### src/rtl/common_param.sv
// Shared MIPS-style constants: opcode/funct fields plus HI/LO multiply-divide encodings.
package common_param;

   localparam logic [5:0] OPC_SPECIAL = 6'h00;
   localparam logic [5:0] FUNCT_MFHI  = 6'h10;
   localparam logic [5:0] FUNCT_MTHI  = 6'h11;
   localparam logic [5:0] FUNCT_MFLO  = 6'h12;
   localparam logic [5:0] FUNCT_MTLO  = 6'h13;
   localparam logic [5:0] FUNCT_MULT  = 6'h18;
   localparam logic [5:0] FUNCT_MULTU = 6'h19;
   localparam logic [5:0] FUNCT_DIV   = 6'h1a;
   localparam logic [5:0] FUNCT_DIVU  = 6'h1b;

   localparam int unsigned MULDIV_WIDTH_MIN = 8;
   localparam int unsigned MULDIV_WIDTH_MAX = 64;

   typedef enum logic [2:0] {
      OpMult  = 3'd0,
      OpMultu = 3'd1,
      OpDiv   = 3'd2,
      OpDivu  = 3'd3,
      OpMthi  = 3'd4,
      OpMtlo  = 3'd5
   } md_op_t;

   typedef enum logic [1:0] {
      StIdle = 2'd0,
      StPrep = 2'd1,
      StIter = 2'd2,
      StFix  = 2'd3
   } md_state_t;

endpackage

### src/rtl/muldiv_core.sv
// Iterative unsigned datapath: radix-2 shift-add multiply or restoring divide, one bit per cycle.
module muldiv_core
   import common_param::*;
#(
   parameter int unsigned WIDTH = 32
) (
   input  logic             clk,
   input  logic             rst,
   input  logic             load,
   input  logic             step,
   input  logic             is_div,
   input  logic [WIDTH-1:0] mag_a,
   input  logic [WIDTH-1:0] mag_b,
   output logic [WIDTH-1:0] acc,
   output logic [WIDTH-1:0] quo,
   output logic             last
);

   localparam int unsigned CW = $clog2(WIDTH) + 1;

   logic [WIDTH-1:0] acc_q, acc_d;
   logic [WIDTH-1:0] q_q, q_d;
   logic [WIDTH-1:0] m_q;
   logic [CW-1:0]    cnt_q;

   logic [WIDTH:0] sum;
   logic [WIDTH:0] shifted;
   logic [WIDTH:0] diff;
   logic           ge;

   always_comb begin
      sum     = {1'b0, acc_q} + (q_q[0] ? {1'b0, m_q} : '0);
      shifted = {acc_q, q_q[WIDTH-1]};
      diff    = shifted - {1'b0, m_q};
      ge      = shifted >= {1'b0, m_q};
      if (is_div) begin
         acc_d = ge ? diff[WIDTH-1:0] : shifted[WIDTH-1:0];
         q_d   = {q_q[WIDTH-2:0], ge};
      end else begin
         // {acc,q} holds the partial product; shift right after the conditional add.
         acc_d = sum[WIDTH:1];
         q_d   = {sum[0], q_q[WIDTH-1:1]};
      end
   end

   always_ff @(posedge clk or posedge rst) begin
      if (rst) begin
         acc_q <= '0;
         q_q   <= '0;
         m_q   <= '0;
         cnt_q <= '0;
      end else if (load) begin
         acc_q <= '0;
         q_q   <= is_div ? mag_a : mag_b;
         m_q   <= is_div ? mag_b : mag_a;
         cnt_q <= CW'(WIDTH);
      end else if (step) begin
         acc_q <= acc_d;
         q_q   <= q_d;
         cnt_q <= cnt_q - CW'(1);
      end
   end

   assign acc  = acc_q;
   assign quo  = q_q;
   assign last = (cnt_q == CW'(1));

endmodule

### src/rtl/muldiv_unit.sv
// HI/LO multiply-divide unit: control FSM, sign handling and architectural HI/LO registers.
module muldiv_unit
   import common_param::*;
#(
   parameter int unsigned WIDTH = 32
) (
   input  logic             CLK,
   input  logic             RST,
   input  logic             Start,
   input  logic [2:0]       Op,
   input  logic [WIDTH-1:0] Rdata1,
   input  logic [WIDTH-1:0] Rdata2,
   input  logic             Abort,
   output logic             Busy,
   output logic             Done,
   output logic             DivZero,
   output logic [WIDTH-1:0] Hi,
   output logic [WIDTH-1:0] Lo
);

   if (WIDTH < MULDIV_WIDTH_MIN || WIDTH > MULDIV_WIDTH_MAX || (WIDTH % 2) != 0) begin : g_bad_width
      $error("muldiv_unit: illegal WIDTH %0d", WIDTH);
   end

   md_state_t        state;
   md_op_t           op_q;
   logic [WIDTH-1:0] a_q, b_q;
   logic             neg_q, rem_neg_q;

   logic               signed_op, is_div, a_neg, b_neg;
   logic [WIDTH-1:0]   mag_a, mag_b;
   logic [WIDTH-1:0]   core_acc, core_quo;
   logic               core_last, core_load, core_step;
   logic [2*WIDTH-1:0] prod, prod_fix;
   logic [WIDTH-1:0]   quot_fix, rem_fix;

   always_comb begin
      signed_op = (op_q == OpMult) || (op_q == OpDiv);
      is_div    = (op_q == OpDiv) || (op_q == OpDivu);
      a_neg     = signed_op & a_q[WIDTH-1];
      b_neg     = signed_op & b_q[WIDTH-1];
      mag_a     = a_neg ? -a_q : a_q;
      mag_b     = b_neg ? -b_q : b_q;
      core_load = (state == StPrep) && !Abort;
      core_step = (state == StIter) && !Abort;
      prod      = {core_acc, core_quo};
      prod_fix  = neg_q ? -prod : prod;
      quot_fix  = neg_q ? -core_quo : core_quo;
      rem_fix   = rem_neg_q ? -core_acc : core_acc;
   end

   muldiv_core #(
      .WIDTH (WIDTH)
   ) u_core (
      .clk    (CLK),
      .rst    (RST),
      .load   (core_load),
      .step   (core_step),
      .is_div (is_div),
      .mag_a  (mag_a),
      .mag_b  (mag_b),
      .acc    (core_acc),
      .quo    (core_quo),
      .last   (core_last)
   );

   always_ff @(posedge CLK or posedge RST) begin
      if (RST) begin
         state     <= StIdle;
         op_q      <= OpMult;
         a_q       <= '0;
         b_q       <= '0;
         neg_q     <= 1'b0;
         rem_neg_q <= 1'b0;
         Busy      <= 1'b0;
         Done      <= 1'b0;
         DivZero   <= 1'b0;
         Hi        <= '0;
         Lo        <= '0;
      end else begin
         Done <= 1'b0;
         unique case (state)
            StIdle: begin
               // Busy lingers through the Done cycle, so requests are gated by it too.
               Busy <= 1'b0;
               if (Start && !Abort && !Busy) begin
                  case (Op)
                     OpMult, OpMultu, OpDiv, OpDivu: begin
                        op_q  <= md_op_t'(Op);
                        a_q   <= Rdata1;
                        b_q   <= Rdata2;
                        Busy  <= 1'b1;
                        state <= StPrep;
                     end
                     OpMthi:  Hi <= Rdata1;
                     OpMtlo:  Lo <= Rdata1;
                     default: ;
                  endcase
               end
            end
            StPrep: begin
               if (Abort) begin
                  Busy  <= 1'b0;
                  state <= StIdle;
               end else begin
                  neg_q     <= a_neg ^ b_neg;
                  rem_neg_q <= a_neg;
                  state     <= StIter;
               end
            end
            StIter: begin
               if (Abort) begin
                  Busy  <= 1'b0;
                  state <= StIdle;
               end else if (core_last) begin
                  state <= StFix;
               end
            end
            StFix: begin
               state <= StIdle;
               if (Abort) begin
                  Busy <= 1'b0;
               end else begin
                  Done <= 1'b1;
                  if (!is_div) begin
                     Hi <= prod_fix[2*WIDTH-1:WIDTH];
                     Lo <= prod_fix[WIDTH-1:0];
                  end else if (b_q == '0) begin
                     Hi      <= a_q;
                     Lo      <= '1;
                     DivZero <= 1'b1;
                  end else begin
                     Hi      <= rem_fix;
                     Lo      <= quot_fix;
                     DivZero <= 1'b0;
                  end
               end
            end
            default: state <= StIdle;
         endcase
      end
   end

endmodule

### config.mk
export PLATFORM = sky130hd
export DESIGN_NAME = muldiv_unit
export DESIGN_NICKNAME = d
export VERILOG_FILES = /design/src/rtl/common_param.sv /design/src/rtl/muldiv_core.sv /design/src/rtl/muldiv_unit.sv
export SDC_FILE = /design/constraint.sdc
export NUM_CORES = 1
export LEC_CHECK = 0
export BUFFER_PORTS_ARGS = -buffer_cell sky130_fd_sc_hd__buf_2
export CORE_MARGIN = 4
export CORE_UTILIZATION = 58
export CTS_BUF_LIST = sky130_fd_sc_hd__clkbuf_4
export DETAILED_ROUTE_END_ITERATION = 10
export PLACE_DENSITY = 0.75
export SLEW_MARGIN = 20
export SYNTH_ARGS = -nofsm -noshare
export SYNTH_HDL_FRONTEND = slang
export SYNTH_HIERARCHICAL = 1
export SYNTH_SLANG_ARGS = --single-unit
### constraint.sdc
create_clock -name CLK -period 10.9 [get_ports CLK]
set_input_delay 1.09 -clock CLK [delete_from_list [all_inputs] [get_ports CLK]]
set_output_delay 1.09 -clock CLK [all_outputs]
set_load 0.01 [all_outputs]
## Yosys cells after proc, flatten, opt, wreduce, memory -nomap -nowiden

Index checks and enable logic that the tools add are counted.

- Flip-flop bits (word level): 240
- Output and inout port bits: 67
- Word-level logic and storage cells: 110

- Add/subtract/negate cells: 8
- Magnitude comparators: 1
- Equal/unequal tests: 18
- Muxes and demuxes: 42
- Bitwise gates (word level): 4
- Reduce and logical (&&, ||, !) cells: 22

Operator list:

| operator | number |
|---|---|
| $mux 32 | 24 |
| $neg 32->32 | 4 |
| $pmux 32 s2 | 2 |
| $mux 64 | 1 |
| $neg 64->64 | 1 |
| $add 32x32->33 | 1 |
| $ge 33x32->1 | 1 |
| $logic_not 32->1 | 1 |
| $sub 32x32->32 | 1 |
| $eq 3x2->1 const B | 4 |
| $mux 6 | 2 |
| $mux 2 | 5 |
| $reduce_and 3->1 | 3 |
| $ne 2x1->1 const B | 4 |
| $pmux 2 s4 | 1 |
| $reduce_and 4->1 | 2 |
| $eq 3x3->1 const B | 2 |
| $eq 6x1->1 const B | 1 |
| $logic_not 3->1 | 2 |
| $mux 1 | 6 |
| $sub 6x1->6 const B | 1 |
| $eq 2x2->1 const B | 2 |
| $logic_and 1x1->1 | 4 |
| $ne 2x2->1 const B | 2 |
| other kinds (14) | 18 |

## Logic depth before layout (Yosys ltp)

- Depth after elaboration: 6
- Depth in mapped cells: 14
- Depth with buffers taken out: 13

## Modules after synthesis

The synthesis kept the hierarchy.

By module, submodules not included:

| module | instances | cells each | area each (um2) | seq. area each (um2) |
|---|---|---|---|---|
| muldiv_unit | 1 | 1087 | 9525.4 | 3453.3 |
| muldiv_core | 1 | 1170 | 9386.5 | 2552.4 |

## Worst setup path before layout

No wires, ideal clock.

- Kind: reg2reg
- Start point: reg u_core.q_q[0], in the netlist u_core/quo[0]
- End point: reg u_core.acc_q[29], in the netlist u_core/acc[29]
- Arrival: 3184 ps
- Data required time: 10776 ps
- Path slack: 7592 ps
- Cell stages (with the launch flop): 15
- Buffers on the path: 1
- Clock period less this slack: 3308 ps
- Path through: dfrtp_1 clkbuf_1 and2_1 ha_1 inv_1 fa_1 nand2b_1 a21oi_2 o41a_1 a21bo_2 a31oi_2 o41ai_2 a32o_1 a2111oi_0 a211o_1

- Cells in the longest elaborated chain, start to end: 5

RTL lines:

| what | RTL line | RTL |
|---|---|---|
| start: declaration | muldiv_core.sv:22 | `logic [WIDTH-1:0] q_q, q_d;` |
| start signal: assignment | muldiv_core.sv:54 | `q_q <= is_div ? mag_a : mag_b;` |
| start signal: assignment | muldiv_core.sv:59 | `q_q <= q_d;` |
| $mux 32 | muldiv_core.sv:32 | `sum = {1'b0, acc_q} + (q_q[0] ? {1'b0, m_q} : '0);` |
| $add 32x32->33 | muldiv_core.sv:32 |  |
| $mux 32 | muldiv_core.sv:36 | `if (is_div) begin` |
| $mux 32 | muldiv_core.sv:57 | `end else if (step) begin` |
| $mux 32 | muldiv_core.sv:52 | `end else if (load) begin` |
| end signal: assignment | muldiv_core.sv:48 | `acc_q <= '0;` |
| end signal: assignment | muldiv_core.sv:53 | `acc_q <= '0;` |
| end signal: assignment | muldiv_core.sv:58 | `acc_q <= acc_d;` |
| end: declaration | muldiv_core.sv:21 | `logic [WIDTH-1:0] acc_q, acc_d;` |

Every way passes these cells. The select of a mux whose other input is x is not followed.
A chain may end at the register's enable or synchronous reset.

## Worst setup path in the final report

Same ends and word-level chain as after synthesis.

==> run metrics <==
status=finished, final reports clean; DRT iter0 DRCs=2417; fill count=2792; Initial Util=0.593; most instantiated cells after synthesis=dfrtp_1 (240), a21oi_1 (234), nor2_1 (226); Yosys reg bits=240; core area=0.0319 mm²; Cell Int Power=3.08 mW; Die W=189 µm; Resized Gates After CTS=0; pwr/cell area=305 mW/mm²; syn nets=2400; Slew Limit Fails=0; post-synthesis adder-cell area fraction=0.0484; first-pass GRT wire length=101 mm; CTS Sinks=240; min-delay worst type=input pin to asynchronous set/reset pin; RSZ-0062 raised after global routing=false; slowest cell delay on critical path=0.75 ns; Worst EP arrival=4.66 ns; Max H-tree Level=3; Worst Setup End Kind=register; die area=0.0356 mm²; vias in the first global route=17500; top fanout value on the critical path=24; clk_skew=0.0516 ns; TritonRoute pass-1 iters=6; Vias/cell=6.56; placed cell area=0.0198 mm²; I/O pin count=138; # port buffers=137; WS Path Type=register to register; clock share of power=0.136; Synth top area share=0.318; max_slew headroom=0.272; leakage=9.46 nW; Slowest cell on crit path=dfrtp_1; top_reg_cell synth=dfrtp_1; register area share after synthesis=0.318; share of post-route cells with drive strength above 1=0.159; die height=189 µm; Setup TNS Final=0 ns; Routed wire per std cell=23.5 µm; Clock Tree Root=clkbuf_4; fin cells=2826; reg2reg path depth=13; r2r setup slk=6.88 ns; critical path's top delay family=compound AO/OA/AOI/OAI gates; clock buffer depth=3; Max Cap Viol=0; simple-gate share of the synthesized area=0.180; vias=18500; Tot GR Track Use=0.362; CTS clk-pin slew, worst paths=0.07 ns; postcts setup bufs=0; CP Buf/Inv Count=1; mux share of post-synthesis cell area=0.101; Peak VDD IR=0.143 mV; global route overflow=0; Tcrit/Tclk final=0.369; Final setup viols=0; Num CTS Buffers=70; DRT Wirelength=66.4 mm; synthesized area per cell=8.38 µm²; Finished Cell Area=0.0206 mm²; Sw Pwr=3.22 mW; P&R area growth vs syn=9.17%; post-synth top area cell=dfrtp_1; fin crit period=4.02 ns; CP startpoint kind=register; Synth cell types=90; most frequent cell after synthesis=dfrtp_1; CP Data Required Time=11.54 ns; row count=65; Post-Synthesis Cell Area=0.0189 mm²; Routed Antenna Nets=0; Switching Share=0.511; Synth Area in XOR/XNOR=0.0898; Comb power frac=0.571; HPWL Detailed=49.6 mm; # DRC=0; final core utilization=0.648; Final Hold Viols=0; initial antenna violation count=2; Synth async-reset ratio=1.00; cells along the critical path=and2_1, ha_1, inv_1, fa_1, nand2b_1, a21oi_2, o41a_1, a21bo_2, a31oi_2, o41ai_2, nor3_1, a2111oi_0, a211o_1; yosys warns=6; Inst Count DP=2711; Routability Congestion=1.01; Post-synth EDFFs=0; Worst Tran Pin Value=1.09 ns; f_max=0.249 GHz; Stages on worst setup path=13; ranking of synthesized cells by area=dfrtp_1 (32%), a21oi_1 (6.2%), mux2i_1 (6.0%), xnor2_1 (4.9%), ha_1 (4.6%); largest family of logic cells by synthesized area=compound AO/OA/AOI/OAI gates; pin count of the biggest net entering global routing=86; final net count=2491; sequential share of power=0.293; synthesized instance count=2257; Compound-Gate Fraction of Synth Area=0.220; Worst-Skew Late Latency=0.72 ns; CTS tree=built; CTS hold repair buffers=0
-- cell usage in the layout, fill, tap and decap left out, drive strengths merged, types with 17 or more instances in the layout --
cell type and count:
dfrtp 240, a21oi 236, nor2 227, o21ai 171, nand2 170, buf 158
mux2i 113, xnor2 105, clkbuf 94, xor2 89, inv 72, ha 70
mux2 69, nor3 48, and2 39, a21o 38, o31ai 37, and3 35
o22ai 28, nand3 27, nor4 23, nand2b 21, nand4 20, or3 19
a211oi 18, o41ai 18, or4 17
-- cells by family after synthesis --
kind of cell | count (synthesis)
XOR/XNOR | 194
adder cells (fa/ha/maj) | 72
AND/OR/NAND/NOR | 694
buffers and inverters | 209
multiplexers | 182
flip-flops | 240
AO/OA/AOI/OAI | 666
-- worst register-to-register path, stage by stage (launching register included) --
cell       delay (ns)
dfrtp_1          0.75
and2_1           0.22
ha_1             0.19
inv_1            0.07
fa_1             0.41
nand2b_1         0.21
a21oi_2          0.19
o41a_1           0.31
a21bo_2          0.25
a31oi_2          0.13
o41ai_2          0.48
nor3_1           0.11
a2111oi_0        0.47
a211o_1          0.16
-- registers in the layout (all words and copies together), names as in the netlist --
register and count:
neg_q 1, Busy 1, rem_neg_q 1, DivZero 1, u_core/m_q 32, u_core/quo 32
u_core/acc 32, state 2, Hi 32, u_core/cnt_q 6, op_q 3, a_q 32
b_q 32, Lo 32, Done 1
-- cell type report --
class | instances | area (µm²) | share of cell area
repair buffers | 158 | 843 | 0.0408
well taps | 435 | 544 | 0.0264
inverters | 70 | 275 | 0.0133
clock buffers | 94 | 706 | 0.0342
clock inverters | 20 | 136 | 0.00661
diodes | 1 | 2.50 | 0.000121
flip-flops and latches | 240 | 6010 | 0.291
multi-input cells | 1808 | 12100 | 0.588
-- stage by stage --
| stage | hold slack (ns) | power, mW | setup slack (ns) |
|---|---|---|---|
| floorplan | 0.481 | 4.19 | 6.11 |
| global placement | 0.461 | 5.25 | 7.11 |
| detailed placement | 0.466 | 5.31 | 6.99 |
| CTS | 0.384 | 6.18 | 6.96 |
| global route | 0.423 | 6.70 | 6.65 |
| finish | 0.417 | 6.31 | 6.88 |
-- final timing paths --
kind,from,to
worst max-delay path,u_core/quo[0],u_core/acc[29]
worst min-delay path,RST,u_core/quo[24]
worst max register to register,u_core/quo[0],u_core/acc[29]
worst min register to register,Lo[18],Lo[18]
max in group asynchronous,RST,a_q[13]
min in group CLK,Lo[18],Lo[18]
-- power groups by stage --
stage | Sequential, mW | Combinational, mW | Clock, mW
after floorplan | 1.58 | 2.61 | 0
after global routing | 1.88 | 3.91 | 0.915
after global placement | 1.82 | 3.43 | 0
final | 1.85 | 3.60 | 0.855
after detailed placement | 1.83 | 3.48 | 0
after CTS | 1.81 | 3.50 | 0.869
-- metal layers --
metal | global-route usage | up-vias | share of wire
met3 | 0.106 | 186 | 0.12
met1 | 0.505 | 8897 | 0.41
li1 | - | 8393 | -
met4 | 0.138 | 2 | 0.042
met5 | 0 | - | 0.00015
met2 | 0.536 | 1065 | 0.43
Power figures use the tool's default switching activity.
